File: config.mk
export PLATFORM = sky130hd
export DESIGN_NAME = calc_btn_cond_flat
export DESIGN_NICKNAME = d
export VERILOG_FILES = /design/src/rtl/calc_pkg.sv /design/src/rtl/calc_btn_cond_if.sv /design/src/rtl/calc_btn_cond_debounce.sv /design/src/rtl/calc_btn_cond.sv /design/src/flat_wrapper.sv
export SDC_FILE = /design/constraint.sdc
export NUM_CORES = 1
export LEC_CHECK = 0
export BUFFER_PORTS_ARGS = -buffer_cell sky130_fd_sc_hd__buf_2
export CORE_ASPECT_RATIO = 0.7
export CORE_MARGIN = 2
export CORE_UTILIZATION = 50
export CTS_CLUSTER_DIAMETER = 60
export CTS_CLUSTER_SIZE = 8
export DETAILED_ROUTE_END_ITERATION = 16
export PLACE_DENSITY = 0.69
export SKIP_LAST_GASP = 1
export SLEW_MARGIN = 15
export SYNTH_ARGS = -nofsm -noshare
export SYNTH_HDL_FRONTEND = slang
export SYNTH_SLANG_ARGS = --single-unit
export TNS_END_PERCENT = 100
File: constraint.sdc
create_clock -name clk -period 1.44 [get_ports clk]
set_input_delay 0.216 -clock clk [delete_from_list [all_inputs] [get_ports clk]]
set_output_delay 0.216 -clock clk [all_outputs]
set_load 0.02 [all_outputs]
File: src/rtl/calc_pkg.sv
// Shared constants for the calculator front end: debounce depths and button indices.
// Button vectors everywhere are indexed with the BTN_* constants below.
package calc_pkg;

    localparam int DEB_CYCLES_SIM   = 16;
    localparam int DEB_CYCLES_BOARD = 1_000_000;

    localparam int BTN_C   = 0;
    localparam int BTN_AC  = 1;
    localparam int BTN_L   = 2;
    localparam int BTN_R   = 3;
    localparam int BTN_D   = 4;
    localparam int NUM_BTN = 5;

    typedef logic [NUM_BTN-1:0] btn_vec_t;

    // Counter width that can hold DEB_CYCLES-1 without wrapping.
    function automatic int deb_cnt_w(input int deb_cycles);
        return (deb_cycles > 1) ? $clog2(deb_cycles) : 1;
    endfunction

endpackage

File: src/rtl/calc_btn_cond_if.sv
// Raw board inputs and conditioned outputs of the calculator input stage.
// master drives the raw side (board/bench), slave is the conditioning block.
interface calc_btn_cond_if #(
    parameter int SW_W = 16
);

    logic            btnc_raw;
    logic            btnac_raw;
    logic            btnl_raw;
    logic            btnr_raw;
    logic            btnd_raw;
    logic [SW_W-1:0] sw_raw;

    logic            btnc_pulse;
    logic            btnac_pulse;
    logic            btnl_lvl;
    logic            btnr_lvl;
    logic            btnd_lvl;
    logic [SW_W-1:0] sw_sync;

    modport master (
        output btnc_raw, btnac_raw, btnl_raw, btnr_raw, btnd_raw, sw_raw,
        input  btnc_pulse, btnac_pulse, btnl_lvl, btnr_lvl, btnd_lvl, sw_sync
    );

    modport slave (
        input  btnc_raw, btnac_raw, btnl_raw, btnr_raw, btnd_raw, sw_raw,
        output btnc_pulse, btnac_pulse, btnl_lvl, btnr_lvl, btnd_lvl, sw_sync
    );

endinterface

File: src/rtl/calc_btn_cond_debounce.sv
// One button: 2-FF sync, stability counter, accepted level and registered rising-edge pulse.
// Level follows raw 2+DEB_CYCLES edges after a clean change; pulse one edge later; no backpressure.
module calc_debounce #(
    parameter int DEB_CYCLES = 16
) (
    input  logic clk,
    input  logic rst_n,
    input  logic raw,
    output logic level,
    output logic rise_pulse
);

    import calc_pkg::*;

    localparam int CNT_W = deb_cnt_w(DEB_CYCLES);
    localparam logic [CNT_W-1:0] CNT_MAX = CNT_W'(DEB_CYCLES - 1);

    logic             s1_q, s1_d;
    logic             s2_q, s2_d;
    logic             stable_q, stable_d;
    logic             stable_dly_q, stable_dly_d;
    logic             pulse_q, pulse_d;
    logic [CNT_W-1:0] cnt_q, cnt_d;

    always_comb begin
        s1_d         = raw;
        s2_d         = s1_q;
        stable_d     = stable_q;
        cnt_d        = cnt_q;
        stable_dly_d = stable_q;
        pulse_d      = stable_q & ~stable_dly_q;

        // Any sample matching the accepted level restarts the stability window.
        if (s2_q == stable_q) begin
            cnt_d = '0;
        end else if (cnt_q == CNT_MAX) begin
            stable_d = s2_q;
            cnt_d    = '0;
        end else begin
            cnt_d = cnt_q + CNT_W'(1);
        end
    end

    always_ff @(posedge clk or negedge rst_n) begin
        if (!rst_n) begin
            s1_q         <= 1'b0;
            s2_q         <= 1'b0;
            stable_q     <= 1'b0;
            stable_dly_q <= 1'b0;
            pulse_q      <= 1'b0;
            cnt_q        <= '0;
        end else begin
            s1_q         <= s1_d;
            s2_q         <= s2_d;
            stable_q     <= stable_d;
            stable_dly_q <= stable_dly_d;
            pulse_q      <= pulse_d;
            cnt_q        <= cnt_d;
        end
    end

    assign level      = stable_q;
    assign rise_pulse = pulse_q;

endmodule

File: src/rtl/calc_btn_cond.sv
// Conditions the five buttons (debounced levels, commit/clear pulses) and synchronises the switches.
// Levels 2+DEB_CYCLES edges, pulses 3+DEB_CYCLES edges, switches 2 edges; no backpressure.
module calc_btn_cond #(
    parameter int DEB_CYCLES = 16,
    parameter int SW_W       = 16
) (
    input  logic           clk,
    input  logic           rst_n,
    calc_btn_cond_if.slave btn_if
);

    import calc_pkg::*;

    btn_vec_t        raw_vec;
    btn_vec_t        lvl_vec;
    btn_vec_t        rise_vec;
    logic            unused_rise;
    logic [SW_W-1:0] sw_s1_q, sw_s1_d;
    logic [SW_W-1:0] sw_s2_q, sw_s2_d;

    assign raw_vec[BTN_C]  = btn_if.btnc_raw;
    assign raw_vec[BTN_AC] = btn_if.btnac_raw;
    assign raw_vec[BTN_L]  = btn_if.btnl_raw;
    assign raw_vec[BTN_R]  = btn_if.btnr_raw;
    assign raw_vec[BTN_D]  = btn_if.btnd_raw;

    for (genvar i = 0; i < NUM_BTN; i++) begin : g_btn
        calc_debounce #(
            .DEB_CYCLES (DEB_CYCLES)
        ) u_deb (
            .clk        (clk),
            .rst_n      (rst_n),
            .raw        (raw_vec[i]),
            .level      (lvl_vec[i]),
            .rise_pulse (rise_vec[i])
        );
    end

    // Op-select buttons are consumed as levels only; their edge pulses are dropped.
    assign unused_rise = ^{rise_vec[BTN_L], rise_vec[BTN_R], rise_vec[BTN_D]};

    // Commit and clear are independent; the datapath resolves btnac priority.
    assign btn_if.btnc_pulse  = rise_vec[BTN_C];
    assign btn_if.btnac_pulse = rise_vec[BTN_AC];
    assign btn_if.btnl_lvl    = lvl_vec[BTN_L];
    assign btn_if.btnr_lvl    = lvl_vec[BTN_R];
    assign btn_if.btnd_lvl    = lvl_vec[BTN_D];

    // Switches are only sampled on a commit pulse, so bounce on them is harmless.
    always_comb begin
        sw_s1_d = btn_if.sw_raw;
        sw_s2_d = sw_s1_q;
    end

    always_ff @(posedge clk or negedge rst_n) begin
        if (!rst_n) begin
            sw_s1_q <= '0;
            sw_s2_q <= '0;
        end else begin
            sw_s1_q <= sw_s1_d;
            sw_s2_q <= sw_s2_d;
        end
    end

    assign btn_if.sw_sync = sw_s2_q;

endmodule

File: src/flat_wrapper.sv
// flat-port wrapper written by rule: the top's interface ports become plain ports
module calc_btn_cond_flat import calc_pkg::*;
#(
    parameter int DEB_CYCLES = 16,
    parameter int SW_W       = 16
)
  (clk, rst_n, btn_if_btnc_raw, btn_if_btnac_raw, btn_if_btnl_raw, btn_if_btnr_raw, btn_if_btnd_raw, btn_if_sw_raw, btn_if_btnc_pulse, btn_if_btnac_pulse, btn_if_btnl_lvl, btn_if_btnr_lvl, btn_if_btnd_lvl, btn_if_sw_sync);
  calc_btn_cond_if #(.SW_W(SW_W)) btn_if_i ();
  input  logic clk;
  input  logic rst_n;
  input wire logic [$bits(btn_if_i.btnc_raw)-1:0] btn_if_btnc_raw;
  input wire logic [$bits(btn_if_i.btnac_raw)-1:0] btn_if_btnac_raw;
  input wire logic [$bits(btn_if_i.btnl_raw)-1:0] btn_if_btnl_raw;
  input wire logic [$bits(btn_if_i.btnr_raw)-1:0] btn_if_btnr_raw;
  input wire logic [$bits(btn_if_i.btnd_raw)-1:0] btn_if_btnd_raw;
  input wire logic [$bits(btn_if_i.sw_raw)-1:0] btn_if_sw_raw;
  output wire logic [$bits(btn_if_i.btnc_pulse)-1:0] btn_if_btnc_pulse;
  output wire logic [$bits(btn_if_i.btnac_pulse)-1:0] btn_if_btnac_pulse;
  output wire logic [$bits(btn_if_i.btnl_lvl)-1:0] btn_if_btnl_lvl;
  output wire logic [$bits(btn_if_i.btnr_lvl)-1:0] btn_if_btnr_lvl;
  output wire logic [$bits(btn_if_i.btnd_lvl)-1:0] btn_if_btnd_lvl;
  output wire logic [$bits(btn_if_i.sw_sync)-1:0] btn_if_sw_sync;
  assign btn_if_i.btnc_raw = btn_if_btnc_raw;
  assign btn_if_i.btnac_raw = btn_if_btnac_raw;
  assign btn_if_i.btnl_raw = btn_if_btnl_raw;
  assign btn_if_i.btnr_raw = btn_if_btnr_raw;
  assign btn_if_i.btnd_raw = btn_if_btnd_raw;
  assign btn_if_i.sw_raw = btn_if_sw_raw;
  assign btn_if_btnc_pulse = btn_if_i.btnc_pulse;
  assign btn_if_btnac_pulse = btn_if_i.btnac_pulse;
  assign btn_if_btnl_lvl = btn_if_i.btnl_lvl;
  assign btn_if_btnr_lvl = btn_if_i.btnr_lvl;
  assign btn_if_btnd_lvl = btn_if_i.btnd_lvl;
  assign btn_if_sw_sync = btn_if_i.sw_sync;
  calc_btn_cond #(.DEB_CYCLES(DEB_CYCLES), .SW_W(SW_W)) u_core (.clk(clk), .rst_n(rst_n), .btn_if(btn_if_i));
endmodule
Word level (Yosys, flattened, before mapping) --
Cells that the tools add are included.
Storage, ports and cells: bits in registers 71, bits of input ports 23, output and inout bits 21, word-level logic and storage cells 65
Operators by class: add/sub/neg operators 5, equal/unequal tests 10, mux-type cells 10, bitwise logic cells 9, reductions and logical operators 5
Operator list (number):
- $mux 4 | 10
- $add 4x1->4 const B | 5
- $eq 4x4->1 const B | 5
- $reduce_and 2->1 | 5
- $not 1->1 | 7
- $eq 1x1->1 | 5
- $and 1x1->1 | 2

Logic depth before layout (Yosys ltp) --
depth after elaboration 3, depth in mapped cells 4

Hierarchy --
From an unflattened synthesis, not the netlist that was laid out.
Unflattened totals: cells, all modules 147, area total of the unflattened synthesis 2483.6 um2
By module, submodules not included:
- calc_debounce | instances 5, cells each 23, area an instance 336.6 um2, sequential area each 225.2 um2
- calc_btn_cond | instances 1, cells each 32, area an instance 800.8 um2, sequential area each 800.8 um2

Worst setup path after synthesis --
Ideal clock, no wire load.
path kind register to register, from reg u_core.g_btn[0].u_deb.cnt_q[0], to reg u_core.g_btn[0].u_deb.stable_q, arrival time 1009 ps, data required time 1315 ps, path slack 306 ps, cell stages (with the launch flop) 4, buffers on the path 0, cell sequence dfrtp_1 -> ha_1 -> nand3_2 -> mux2_4
On the way: cells in the longest elaborated chain, start to end 2
RTL lines:
- start, declared | line calc_btn_cond_debounce.sv:23 | logic [CNT_W-1:0] cnt_q, cnt_d;
- start signal, assigned | line calc_btn_cond_debounce.sv:58 | cnt_q <= cnt_d;
- $eq 4x4->1 | line calc_btn_cond_debounce.sv:36 | end else if (cnt_q == CNT_MAX) begin
- $reduce_and 2->1 (no source line)
- end signal, assigned | line calc_btn_cond_debounce.sv:55 | stable_q <= stable_d;
- end, declared | line calc_btn_cond_debounce.sv:20 | logic stable_q, stable_d;
Every way passes these cells. A chain may end at the register's enable or synchronous reset.

Final worst setup path --
Ends and elaborated chain as after synthesis.

==> results.py <==
metrics = {
    "clock_network": {
        "clk_pin_slew_ns": 0.07,
        "cts.sinks": 71,
        "cts_inserted_buffers": 9,
        "htreeDepth": 3,
        "clkLatencyLatePin_ns": 0.33,
        "clockBufferDepth": 2,
        "tritoncts": "built",
        "root_buffer": "clkbuf_8",
    },
    "yosys": {
        "syn_avg_cell_area_um2": 16.8,
        "yosys_warnings": 0,
        "synth_seq_area_share": 0.768,
        "netlist_instances": 138,
        "synthDistinctLibCells": 12,
        "syn_area_um2": 2310,
        "synth_fp_nets": 166,
        "synth-seq-cells": 71,
    },
    "final_layout": {
        "final_cell_mix": "dfrtp_1 (71), buf_2 (43), dlygate4sd3_1 (22)",
        "fillers": 272,
        "diodes": 0,
        "multi_input_area_um2": 519,
        "fin_area_um2": 3060,
        "fin_cells": 274,
        "fin_nets": 243,
        "ff_latch_area_um2": 1780,
        "layout_commonest_cell": "dfrtp_1",
        "drive_gt1_frac": 0.338,
        "area_delta_synth_final_pct": 32.0,
    },
    "setup_path": {
        "crit_type": "flop to flop",
        "arrival_ns": 1.42,
        "start_kind": "flop",
        "cp_data_required_time_ns": 1.65,
        "worstPathMaxFanout": 4,
        "slowest_stage": "dfrtp_1",
        "crit_path_max_incr_delay_ns": 0.43,
        "worstPathCellList": "ha_1 -> nand3_2 -> mux2_4",
        "worstSetupEndpointType": "flop",
    },
    "sta": {
        "setup_ws_ns": 0.232,
        "fin_crit_sh": 0.839,
        "hold_violations": 0,
        "finalClockSkew_ns": 0.00728,
        "drv_slew": 0,
        "finalSetupViolCount": 0,
        "min_period_ns": 1.21,
        "tns_ns": 0,
        "worstMarginPinSlew_ns": 0.385,
        "fmax_mhz": 828,
        "slew-limit-headroom": 0.742,
        "rsz0062_at_grt": "no",
    },
    "floorplan": {
        "die_area_um2": 5200,
        "die_w_um": 85.3,
        "initial_core_util": 0.526,
        "dieHeight_um": 60.9,
        "ios": 44,
        "row_count": 20,
        "core_area_um2": 4400,
    },
    "placed_design": {
        "io_buffer_count": 43,
        "dpl.hpwl_mm": 2.30,
        "globalplace.congestion": 0.654,
        "postPlaceCellArea_um2": 2620,
        "dp_cells": 237,
        "place_ws_ns": 0.244,
    },
    "outcome": {
        "outcome": "finished, final reports clean",
    },
    "global_route": {
        "grt_pass1_wl_mm": 6.07,
        "antenna_found_initial": 0,
        "overflow": 0,
        "grt_max_degree": 72,
        "grt_usage": 0.164,
        "grt_pass1_vias": 1327,
    },
    "power_and_ir_drop": {
        "p_switching_w": 0.000840,
        "p_leak_nw": 1.44,
        "ir_drop_mv": 1.10,
        "power_frac_comb": 0.065,
        "total_power_w": 0.00404,
        "power_frac_seq": 0.531,
        "clkPwrFrac": 0.404,
        "p_sw_frac": 0.208,
        "internal_power_w": 0.00320,
        "p_per_area_nw_per_um2": 1320,
    },
    "route": {
        "drc": 0,
        "via_count": 1317,
        "dr.pass1.iters": 4,
        "ant_nets": 0,
        "first_iter_violations": 55,
        "routed_wl_mm": 3.63,
        "wire_per_inst_um": 13.3,
        "viasPerCell": 4.81,
    },
    "flow_run": {
        "drv_cap": 0,
    },
    "worst_hold_path": {
        "hold_class": "flop to flop",
    },
}
-- flip-flops by register name, indices dropped and copies added (netlist names) --
name,cells
u_core.btn_if.sw_sync,16
u_core.g_btn.u_deb.cnt_q,20
u_core.g_btn.u_deb.level,5
u_core.g_btn.u_deb.rise_pulse,2
u_core.g_btn.u_deb.s1_q,5
u_core.g_btn.u_deb.s2_q,5
u_core.g_btn.u_deb.stable_dly_q,2
u_core.sw_s1_q,16
-- worst paths after layout --
check                           slack, ns                                 end  depth (start not counted)                      startpoint
worst max register to register       0.23         u_core.g_btn[0].u_deb.level                          3  u_core.g_btn[0].u_deb.cnt_q[0]
worst min-delay path                 0.34          u_core.g_btn[4].u_deb.s2_q                          0      u_core.g_btn[4].u_deb.s1_q
worst min register to register       0.34          u_core.g_btn[4].u_deb.s2_q                          0      u_core.g_btn[4].u_deb.s1_q
min in group asynchronous            0.44                  u_core.sw_s1_q[12]                          3                           rst_n
max in group asynchronous            0.73  u_core.g_btn[0].u_deb.stable_dly_q                          3                           rst_n
worst max-delay path                 0.23         u_core.g_btn[0].u_deb.level                          3  u_core.g_btn[0].u_deb.cnt_q[0]
-- final cells by class --
| class | instances | share of cell area |
|---|---|---|
| sequential | 71 | 0.581 |
| multi-input combinational | 62 | 0.170 |
| timing repair buffer | 66 | 0.149 |
| clock buffer | 13 | 0.0586 |
| tap | 55 | 0.0225 |
| clock inverter | 2 | 0.0123 |
| inverter | 5 | 0.00614 |
-- cells in the mapped netlist --
library cell,n,area [um2]
inv_1,5,18.8
dfrtp_1,71,1780
ha_1,5,62.6
mux2_4,5,75.1
nor3b_2,5,62.6
nand3_2,5,50.1
a21oi_1,10,50.1
nor2b_1,7,43.8
o21ai_0,5,25.0
nor2_1,5,18.8
nand4b_1,5,43.8
xnor2_1,10,87.6
-- metal layers --
layer  wire (um)  up-vias  GRT usage
met2        1820       33      0.260
met1        1530      660      0.190
met3         232        6     0.0857
li1            -      618          -
met4          53        0     0.0748
met5           0        -          0
-- power by group through the flow --
| stage | combinational, W | clock (W) | sequential [W] |
|---|---|---|---|
| finish | 0.000262 | 0.00163 | 0.00214 |
| global route | 0.000292 | 0.00179 | 0.00215 |
| CTS | 0.000267 | 0.00168 | 0.00214 |
| detailed placement | 0.000220 | 0 | 0.00218 |
| global placement | 0.000208 | 0 | 0.00217 |
| floorplan | 0.0000740 | 0 | 0.00220 |
-- worst max-delay path, delay by kind of cell (launching register included) --
| kind | cells | cell delay [ns] |
|---|---|---|
| DFF | 1 | 0.43 |
| muxes | 1 | 0.29 |
| adders and majority gates | 1 | 0.27 |
| and+or+nand+nor | 1 | 0.10 |
-- per-stage QoR --
stage               hold WS [ns]  utilization
floorplan                -0.0796            -
global placement           0.257        0.595
detailed placement         0.267        0.595
CTS                        0.339        0.694
global route               0.353        0.694
finish                     0.340        0.694
-- cell families (layout without fill, tap and decap cells) --
kind of cell / after synthesis / in the layout / share of synthesized area
compound gates: 15 / 15 / 0.0324
xor+xnor: 10 / 10 / 0.0378
fa+ha+maj: 5 / 5 / 0.0270
buf+inv: 5 / 86 / 0.00811
flops: 71 / 71 / 0.768
mux: 5 / 5 / 0.0324
simple gates: 27 / 27 / 0.0946
-- what timing repair did --
| item | in CTS | in global routing |
|---|---|---|
| hold buffers | 22 | 0 |
| setup buffers | 0 | 0 |
| resized for setup | 0 | 0 |
| setup endpoints to repair | 0 | 0 |
| endpoints found under the hold margin | 92 | 0 |
Power figures use the tool's default switching activity.
